==> src/rtl/cfg_stream_pkg.sv <==
// Shared constants and helpers for the serial configuration stream deserialiser.
// CRC16_POLY / CRC16_INIT are used only when the design is built with CFG_STREAM_CRC_EN.
package cfg_stream_pkg;

   localparam logic [15:0] CRC16_POLY = 16'h1021;
   localparam logic [15:0] CRC16_INIT = 16'hFFFF;

   // Ceiling log2, used for pointer and bit-counter widths at elaboration time
   function automatic int clog2(input int value);
      int result;
      result = 0;
      for (int i = 0; i < 31; i++) begin
         if ((32'sd1 <<< i) < value) begin
            result = i + 1;
         end
      end
      return result;
   endfunction

   // One CRC-16/CCITT step, MSB-first (non-reflected), one data bit at a time
   function automatic logic [15:0] crc16_step(input logic [15:0] crc, input logic din);
      logic fb;
      fb = crc[15] ^ din;
      if (fb) begin
         return {crc[14:0], 1'b0} ^ CRC16_POLY;
      end else begin
         return {crc[14:0], 1'b0};
      end
   endfunction

endpackage

==> src/rtl/cfg_stream_fifo.sv <==
// Synchronous show-ahead FIFO for assembled configuration words.
// Pointers carry one extra wrap bit so full and empty are distinguishable.
// A write into a full FIFO succeeds only when a read happens in the same cycle.
module cfg_stream_fifo
   import cfg_stream_pkg::*;
#(
   parameter int WORD_W = 8,
   parameter int DEPTH  = 4
) (
   input  logic              clk,
   input  logic              rst_n,
   input  logic              wr_en,
   input  logic [WORD_W-1:0] wr_data,
   input  logic              rd_en,
   output logic [WORD_W-1:0] rd_data,
   output logic              empty,
   output logic              full
);

   localparam int AW    = clog2(DEPTH);
   localparam int PTR_W = AW + 1;

   logic [PTR_W-1:0]  wr_ptr_r;
   logic [PTR_W-1:0]  rd_ptr_r;
   logic [WORD_W-1:0] mem_r [DEPTH];
   logic              empty_s;
   logic              full_s;
   logic              pop_s;
   logic              push_s;

   assign empty_s = (wr_ptr_r == rd_ptr_r);
   assign full_s  = (wr_ptr_r[AW] != rd_ptr_r[AW]) &&
                    (wr_ptr_r[AW-1:0] == rd_ptr_r[AW-1:0]);
   assign pop_s   = rd_en & ~empty_s;
   assign push_s  = wr_en & (~full_s | pop_s);

   assign rd_data = mem_r[rd_ptr_r[AW-1:0]];
   assign empty   = empty_s;
   assign full    = full_s;

   // Pointer and storage update; head slot may be rewritten as it is being consumed
   always_ff @(posedge clk or negedge rst_n) begin
      if (!rst_n) begin
         wr_ptr_r <= '0;
         rd_ptr_r <= '0;
         for (int i = 0; i < DEPTH; i++) begin
            mem_r[i] <= '0;
         end
      end else begin
         if (push_s) begin
            mem_r[wr_ptr_r[AW-1:0]] <= wr_data;
            wr_ptr_r                <= wr_ptr_r + PTR_W'(1'b1);
         end
         if (pop_s) begin
            rd_ptr_r <= rd_ptr_r + PTR_W'(1'b1);
         end
      end
   end

endmodule

==> src/rtl/cfg_stream_deser.sv <==
// Deserialiser / monitor for the SD loader serial configuration stream.
// Synchronises cfg_clk/cfg_dat into clk_i, packs bits into words, buffers them in
// a show-ahead FIFO, counts words, flags a programmable target and FIFO overflow.
// Optional feature: define CFG_STREAM_CRC_EN to enable the running CRC-16 on crc_o;
// otherwise crc_o is tied low.
module cfg_stream_deser
   import cfg_stream_pkg::*;
#(
   parameter int WORD_W    = 8,
   parameter int DEPTH     = 4,
   parameter int CNT_W     = 32,
   parameter bit MSB_FIRST = 1'b1
) (
   input  logic              clk_i,
   input  logic              reset_n_i,
   input  logic              cfg_clk_i,
   input  logic              cfg_dat_i,
   input  logic              enable_i,
   input  logic [CNT_W-1:0]  target_words_i,
   output logic [WORD_W-1:0] word_o,
   output logic              word_valid_o,
   input  logic              word_ready_i,
   output logic [CNT_W-1:0]  word_cnt_o,
   output logic              dat_done_o,
   output logic              overflow_o,
   output logic [15:0]       crc_o
);

   localparam int              BIT_W    = clog2(WORD_W);
   localparam logic [BIT_W-1:0] LAST_BIT = BIT_W'(WORD_W - 1);

   logic              rst_meta_r;
   logic              rst_sync_r;
   logic              rst_n_s;
   logic              cclk_meta_r;
   logic              cclk_sync_r;
   logic              cclk_prev_r;
   logic              cdat_meta_r;
   logic              cdat_sync_r;
   logic              accept_s;
   logic              word_done_s;
   logic [WORD_W-1:0] shift_r;
   logic [WORD_W-1:0] shift_next_s;
   logic [BIT_W-1:0]  bit_cnt_r;
   logic              push_pend_r;
   logic [WORD_W-1:0] push_word_r;
   logic [WORD_W-1:0] fifo_head_s;
   logic              fifo_empty_s;
   logic              fifo_full_s;
   logic              pop_s;
   logic              drop_s;
   logic [CNT_W-1:0]  word_cnt_r;
   logic              done_r;
   logic              ovf_r;

   // Assert reset immediately, release it only on a clk_i edge
   always_ff @(posedge clk_i or negedge reset_n_i) begin
      if (!reset_n_i) begin
         rst_meta_r <= 1'b0;
         rst_sync_r <= 1'b0;
      end else begin
         rst_meta_r <= 1'b1;
         rst_sync_r <= rst_meta_r;
      end
   end

   assign rst_n_s = rst_sync_r;

   // Two-flop synchronisers for the serial pins plus a third clock stage for edge detect
   always_ff @(posedge clk_i or negedge rst_n_s) begin
      if (!rst_n_s) begin
         cclk_meta_r <= 1'b0;
         cclk_sync_r <= 1'b0;
         cclk_prev_r <= 1'b0;
         cdat_meta_r <= 1'b0;
         cdat_sync_r <= 1'b0;
      end else begin
         cclk_meta_r <= cfg_clk_i;
         cclk_sync_r <= cclk_meta_r;
         cclk_prev_r <= cclk_sync_r;
         cdat_meta_r <= cfg_dat_i;
         cdat_sync_r <= cdat_meta_r;
      end
   end

   assign accept_s    = cclk_sync_r & ~cclk_prev_r & enable_i;
   assign word_done_s = accept_s && (bit_cnt_r == LAST_BIT);

   // Shift register contents after taking in the current synced data bit
   always_comb begin
      shift_next_s = shift_r;
      if (MSB_FIRST) begin
         shift_next_s = {shift_r[WORD_W-2:0], cdat_sync_r};
      end else begin
         shift_next_s = {cdat_sync_r, shift_r[WORD_W-1:1]};
      end
   end

   // Bit assembly; partial word and bit count simply hold while no bit is accepted
   always_ff @(posedge clk_i or negedge rst_n_s) begin
      if (!rst_n_s) begin
         shift_r   <= '0;
         bit_cnt_r <= '0;
      end else if (accept_s) begin
         shift_r <= shift_next_s;
         if (bit_cnt_r == LAST_BIT) begin
            bit_cnt_r <= '0;
         end else begin
            bit_cnt_r <= bit_cnt_r + BIT_W'(1'b1);
         end
      end else begin
         shift_r   <= shift_r;
         bit_cnt_r <= bit_cnt_r;
      end
   end

   // Completed word is staged for one cycle before being pushed
   always_ff @(posedge clk_i or negedge rst_n_s) begin
      if (!rst_n_s) begin
         push_pend_r <= 1'b0;
         push_word_r <= '0;
      end else begin
         push_pend_r <= word_done_s;
         if (word_done_s) begin
            push_word_r <= shift_next_s;
         end else begin
            push_word_r <= push_word_r;
         end
      end
   end

   assign pop_s  = word_ready_i & ~fifo_empty_s;
   assign drop_s = push_pend_r & fifo_full_s & ~pop_s;

   cfg_stream_fifo #(
      .WORD_W (WORD_W),
      .DEPTH  (DEPTH)
   ) u_fifo (
      .clk     (clk_i),
      .rst_n   (rst_n_s),
      .wr_en   (push_pend_r),
      .wr_data (push_word_r),
      .rd_en   (word_ready_i),
      .rd_data (fifo_head_s),
      .empty   (fifo_empty_s),
      .full    (fifo_full_s)
   );

   // Word counter (saturating) and the sticky done / overflow flags
   always_ff @(posedge clk_i or negedge rst_n_s) begin
      if (!rst_n_s) begin
         word_cnt_r <= '0;
         done_r     <= 1'b0;
         ovf_r      <= 1'b0;
      end else begin
         if (push_pend_r && (word_cnt_r != '1)) begin
            word_cnt_r <= word_cnt_r + CNT_W'(1'b1);
         end else begin
            word_cnt_r <= word_cnt_r;
         end
         done_r <= done_r | ((target_words_i != '0) && (word_cnt_r == target_words_i));
         ovf_r  <= ovf_r | drop_s;
      end
   end

   assign word_o       = fifo_head_s;
   assign word_valid_o = ~fifo_empty_s;
   assign word_cnt_o   = word_cnt_r;
   assign dat_done_o   = done_r;
   assign overflow_o   = ovf_r;

`ifdef CFG_STREAM_CRC_EN
   logic [15:0] crc_r;

   // Running CRC over every accepted bit in arrival order, independent of FIFO state
   always_ff @(posedge clk_i or negedge rst_n_s) begin
      if (!rst_n_s) begin
         crc_r <= CRC16_INIT;
      end else if (accept_s) begin
         crc_r <= crc16_step(crc_r, cdat_sync_r);
      end else begin
         crc_r <= crc_r;
      end
   end

   assign crc_o = crc_r;
`else
   assign crc_o = 16'h0000;
`endif

endmodule

==> config.mk <==
export PLATFORM = sky130hd
export DESIGN_NAME = cfg_stream_deser
export DESIGN_NICKNAME = d
export VERILOG_FILES = /design/src/rtl/cfg_stream_pkg.sv /design/src/rtl/cfg_stream_fifo.sv /design/src/rtl/cfg_stream_deser.sv
export SDC_FILE = /design/constraint.sdc
export NUM_CORES = 1
export LEC_CHECK = 0
export CAP_MARGIN = 20
export CORE_AREA = 2 2 96 98
export CTS_CLUSTER_SIZE = 25
export DETAILED_ROUTE_END_ITERATION = 10
export DIE_AREA = 0 0 98 100
export HOLD_SLACK_MARGIN = 0.12
export PLACE_DENSITY = 0.85
export SETUP_SLACK_MARGIN = 0.05
export SYNTH_ARGS = -nofsm -noshare
export SYNTH_HDL_FRONTEND = slang
export SYNTH_SLANG_ARGS = --single-unit
==> constraint.sdc <==
create_clock -name clk_i -period 4.78 [get_ports clk_i]
set_input_delay 0.717 -clock clk_i [delete_from_list [all_inputs] [get_ports clk_i]]
set_output_delay 0.717 -clock clk_i [all_outputs]
set_load 0.005 [all_outputs]
==> flow_summary_export.csv, run 1 <==
group,metric,value,unit
timing,finClkSkew,0.00557,ns
setup_path,cp_slowest_cell,"dfrtp_1",
routing,via_per_inst,5.64,
global_route,grtUsageMet1,27.9,%
cells_and_area,drive_above_1_share,16.4,%
die,die-area,9800,um2
synth,synth_area_per_cell,12.0,um2
power,vdd_drop_max,0.199,mV
placement,dp_hpwl,7740,um
routing,wl_per_cell,17.7,um
global_route,grt_pass1_vias,3514,
setup_path,crit_buf_inv,1,
setup_path,cp.required,4.06,ns
global_route,grtUsageMet2,38.3,%
synth,synth_ff_type,"dfrtp_1",
routing,drt-total-wl,10600,um
clock_network,cts_resized,0,
synth,yosys_warnings,0,
die,ios,97,
die,die_x,98,um
clock_network,root_buffer,"clkbuf_8",
clock_network,clock_latency,0.35,ns
clock_network,post_cts_buffers,0,
clock_network,clk_path_buf_depth,2,
synth,yosysUniqueCellTypes,44,
clock_network,clkTransAtPathRegs,0.09,ns
cells_and_area,final_util,66.3,%
power,power.density,311,nW/um2
global_route,global_route.usage.met3,4.32,%
timing,setup_viol,0,
synth,synth_seq_cells,98,
timing,fin_setup_tns,0,ns
min_path,hp-class,"flop to async pin",
routing,drt_iter0_markers,105,
setup_path,r2r_start,"u_fifo.rd_ptr_r[0]",
timing,period_minus_slack,2.94,ns
status,status,"finished, final reports clean",
setup_path,worstPathMaxFanout,11,
timing,hold_violations,0,
clock_network,tritoncts,"yes",
synth,synth-async-reset-ratio,100,%
routing,drt.antenna.violating_nets,0,
clock_network,numCtsBuffers,9,
cells_and_area,area_growth,21.8,%
synth,synth_edf_count,0,
synth,syn_area,4840,um2
global_route,grt_util_all_layers,22.4,%
cells_and_area,final_common_cell,"dfrtp_1",
global_route,top_usage_layer,"met2",
synth,seq_area_frac_synth,50.6,%
setup_path,cp-startpoint,"u_fifo.rd_ptr_r[0]",
cells_and_area,insertedDiodeCount,0,
timing,finalCritPeriodShare,61.5,%
power,p_total,1.84,mW
cells_and_area,layout_common_cells,"97 x dfrtp_1, 80 x clkdlybuf4s50_1, 44 x nand2_1",
setup_path,crit_chain,"mux4_2 > clkdlybuf4s50_1",
clock_network,htreeDepth,3,
timing,fmax,340,MHz
setup_path,cpPeakStageDelay,0.79,ns
global_route,grt_max_degree,50,
clock_network,cts_sinks,98,
timing,rsz0062_at_grt,"false",
setup_path,endpoint_kind,"primary output",
timing,finalMaxSlewViolations,0,
run,maxCapViolCount,0,
power,leakagePower,2.74,nW
clock_network,cts_hold_buf,0,
routing,drc,0,
placement,port_buffers,80,
setup_path,worstPathArrival,2.22,ns
placement,place_congestion,0.984,
timing,slew_headroom,54.3,%
routing,via_count,3381,
synth,synth_cells,402,
setup_path,startpoint_type,"flop",
timing,worst_slew_pin_slew,0.685,ns
setup_path,cpLargestDelayFamily,"flip-flops",
routing,firstDrtPassIters,4,
setup_path,path_class,"flop to primary output",
die,rows,35,
global_route,grt_antenna_before_repair,0,
die,core,8890,um2
global_route,grt_pass1_wl,17400,um
global_route,grt_overflow_total,0,
cells_and_area,nets,531,
die,fp.dieH,100,um
die,start_util,54.5,%
## area by class of cell
class	instances	area (um2)
flip-flops and latches	98	2460
clock buffers	10	128
repair buffers	81	808
multi-input cells	290	2270
clock inverters	5	78.8
fillers	675	2990
well taps	111	139
inverters	5	18.8
## registers in the layout, summed over array words and instances, names as in the netlist, 3 cells and up
register,cells
word_cnt_o,32
u_fifo.rd_ptr_r,3
u_fifo.wr_ptr_r,3
shift_r,7
push_word_r,8
u_fifo.mem_r,32
bit_cnt_r,3
## routing by layer
metal  vias to the layer above  wire length, um  share of wire, %
met5                         -                0                 0
met4                         0              274               2.6
met3                        20              648               6.1
met2                       140             5350                50
met1                      1668             4350                41
li1                       1553                -                 -
## synth_stat cells, types with 2 or more instances
library cell   n  area (um2)
nor4_1        17         106
nand2_2        4        25.0
and2_1         2        12.5
a31oi_1        3        18.8
conb_1         2        7.51
ha_1           8         100
buf_2          4        20.0
clkbuf_1       3        11.3
xor2_1        30         263
a21o_1         2        15.0
o21ai_0        2        10.0
mux4_2         8         180
nand2_1       44         165
nand3b_1       3        22.5
buf_4         17         128
nor2_1         9        33.8
and4_1         3        26.3
nand3_2        2        20.0
nor3_1         6        30.0
nand3_1       12        60.1
a21oi_1        6        30.0
and3_1         5        31.3
dfrtp_1       98        2450
xnor2_1       35         307
mux2_2        41         462
inv_1          4        15.0
nand4_1       14        87.6
nor2b_1        2        12.5
## kinds of logic after synthesis
group,after synthesis,share of synthesized area (%)
mux,50,13.5
xor+xnor,65,11.8
other cells,2,0.155
flops,98,50.6
simple gates,132,15.4
compound gates,18,2.82
buf+inv,29,3.67
fa+ha+maj,8,2.07
## metrics by stage
| step | area (um2) | hold WS (ns) | worst slack [ns] | std cells |
|---|---|---|---|---|
| finish | 5900 | 0.356 | 1.84 | 600 |
| global route | 5900 | 0.375 | 1.69 | 600 |
| CTS | 5900 | 0.361 | 1.79 | 600 |
| floorplan | 4900 | 0.331 | 1.85 | 417 |
| global placement | 5690 | 0.338 | 2.13 | 585 |
| detailed placement | 5690 | 0.339 | 2.07 | 585 |
## where the power goes
group | total [mW] | leakage (nW) | switching, mW | internal, mW
logic | 0.264 | 1.31 | 0.104 | 0.160
clock network | 0.568 | 0.107 | 0.276 | 0.293
registers | 1.00 | 1.33 | 0.113 | 0.891
total | 1.84 | 2.74 | 0.492 | 1.34
## worst paths after layout
check / endpoint / slack [ns] / cells after the start
worst min-delay path: word_cnt_o[7] / 0.36 / 0
worst max register to register: u_fifo.mem_r[7] / 2.35 / 5
min in group clk_i: cdat_sync_r / 0.36 / 0
worst max-delay path: word_o[6] / 1.84 / 2
worst min register to register: word_cnt_o[7] / 0.36 / 0
max in group asynchronous: u_fifo.mem_r[5] / 3.36 / 1
Power figures use the tool's default switching activity.
==> run 2: changes to the inputs <==
CORE_AREA = 2 2 105 107   (was 2 2 96 98)
DIE_AREA = 0 0 107 109   (was 0 0 98 100)
PLACE_DENSITY = 0.76   (was 0.85)
clock period = 2.5 ns   (was 4.78 ns; I/O delays follow)
==> flow_summary_export.csv, run 2 (synthesis gave the netlist of run 1 again) <==
group,metric,value,unit
status,status,"finished, final reports clean",
clock_network,cts_resized,1,
routing,drt.antenna.violating_nets,0,
global_route,grt_pass1_vias,3643,
cells_and_area,area_growth,24.1,%
setup_path,r2r-end,"word_cnt_o[14]",
power,leakagePower,2.78,nW
die,fp.dieH,109,um
global_route,grt_max_degree,34,
run,maxCapViolCount,0,
clock_network,cts_hold_buf,0,
global_route,grt_pass1_wl,18100,um
setup_path,path_class,"flop to primary output",
setup_path,cp-startpoint,"u_fifo.rd_ptr_r[0]",
timing,whs,0.166,ns
routing,drt_iter0_markers,141,
timing,worst_slew_pin_slew,0.527,ns
placement,place_congestion,0.909,
clock_network,clock_latency,0.36,ns
clock_network,numCtsBuffers,9,
routing,drt-total-wl,11200,um
clock_network,clkTransAtPathRegs,0.10,ns
routing,wl_per_cell,17.5,um
setup_path,cpPeakStageDelay,0.53,ns
clock_network,post_cts_buffers,0,
setup_path,r2r_start,"word_cnt_o[0]",
die,die-area,11700,um2
die,rows,38,
min_path,hp-class,"input port to async pin",
setup_path,rr_worst_depth,6,
setup_path,crit_chain,"buf_6 > mux4_2 > clkdlybuf4s50_1",
clock_network,htreeDepth,3,
setup_path,endpoint_kind,"primary output",
routing,via_per_inst,5.35,
clock_network,root_buffer,"clkbuf_8",
timing,hold_violations,0,
timing,finalMaxSlewViolations,0,
setup_path,cp-endpoint,"word_o[5]",
timing,finClkSkew,0.00963,ns
die,start_util,45.7,%
die,die_x,107,um
routing,drc,0,
timing,rsz0062_at_grt,"false",
placement,port_buffers,80,
setup_path,cp_slowest_cell,"mux4_2",
placement,dp_hpwl,8330,um
setup_path,worstPathArrival,1.99,ns
cells_and_area,stdcell_area,6010,um2
timing,setup_viol,0,
setup_path,cp.required,2.12,ns
clock_network,cts_sinks,98,
timing,finalCritPeriodShare,94.5,%
cells_and_area,multiInputGateArea,2270,um2
power,power.density,570,nW/um2
cells_and_area,final_util,56.7,%
global_route,grt_antenna_before_repair,0,
setup_path,rrSetupSlack,0.40,ns
setup_path,worstPathMaxFanout,8,
cells_and_area,nets,541,
cells_and_area,fin_cells,640,
global_route,grt_util_all_layers,20.2,%
placement,place_area,5820,um2
placement,place_inst,624,
clock_network,clk_path_buf_depth,2,
power,vdd_drop_max,0.312,mV
cells_and_area,drive_above_1_share,18.6,%
cells_and_area,seqCellArea,2460,um2
die,core,10600,um2
routing,via_count,3422,
die,ios,97,
cells_and_area,layout_common_cells,"96 x dfrtp_1, 80 x clkdlybuf4s50_1, 44 x nand2_1",
timing,period_minus_slack,2.36,ns
cells_and_area,final_common_cell,"dfrtp_1",
setup_path,startpoint_type,"flop",
routing,firstDrtPassIters,4,
timing,fmax,423,MHz
power,p_total,3.43,mW
cells_and_area,insertedDiodeCount,0,
cells_and_area,fillCellCount,877,
timing,slew_headroom,64.9,%
timing,setup_ws,0.138,ns
timing,fin_setup_tns,0,ns
global_route,grt_overflow_total,0,
clock_network,tritoncts,"yes",
placement,place_ws,0.420,ns
-- run 2: changes by cell type in the layout (fill, tap and decap cells not counted), sizes merged --
cell,change
buf,+10
bufinv,-2
clkinvlp,+2
clkbuf,-1
clkinv,+1
inv,+1
-- run 2: power by group --
group	switching, mW	internal [mW]
registers	0.174	1.71
clock network	0.575	0.380
logic	0.260	0.329
-- run 2: layer usage --
layer / global-route usage (%) / vias to the layer above / wire length, um
met1: 24.7 / 1685 / 4700
met5: 0 / - / 0
met3: 3.65 / 24 / 671
li1: - / 1578 / -
met4: 8.63 / 0 / 269
met2: 35.3 / 135 / 5570
-- run 2: layout make-up --
type | instances | area share (%)
flip-flops and latches | 98 | 40.9
multi-input cells | 290 | 37.8
repair buffers | 91 | 15.0
well taps | 140 | 2.92
clock buffers | 9 | 2.06
clock inverters | 7 | 1.06
inverters | 5 | 0.312
-- run 2: critical path, delay by kind of cell, from the launching register on --
family | cells | cell delay (ns)
buffers and inverters | 2 | 0.66
flip-flops | 1 | 0.44
multiplexers | 1 | 0.53
-- run 2: worst min-delay path by stage --
stage,from,to,cells after the start
3_5_place_dp,rst_n_s,word_cnt_o[5],0
2_1_floorplan,reset_n_i,rst_meta_r,0
5_1_grt,reset_n_i,rst_n_s,1
6_report,reset_n_i,rst_n_s,1
3_3_place_gp,rst_n_s,word_cnt_o[14],0
4_1_cts,reset_n_i,rst_n_s,1
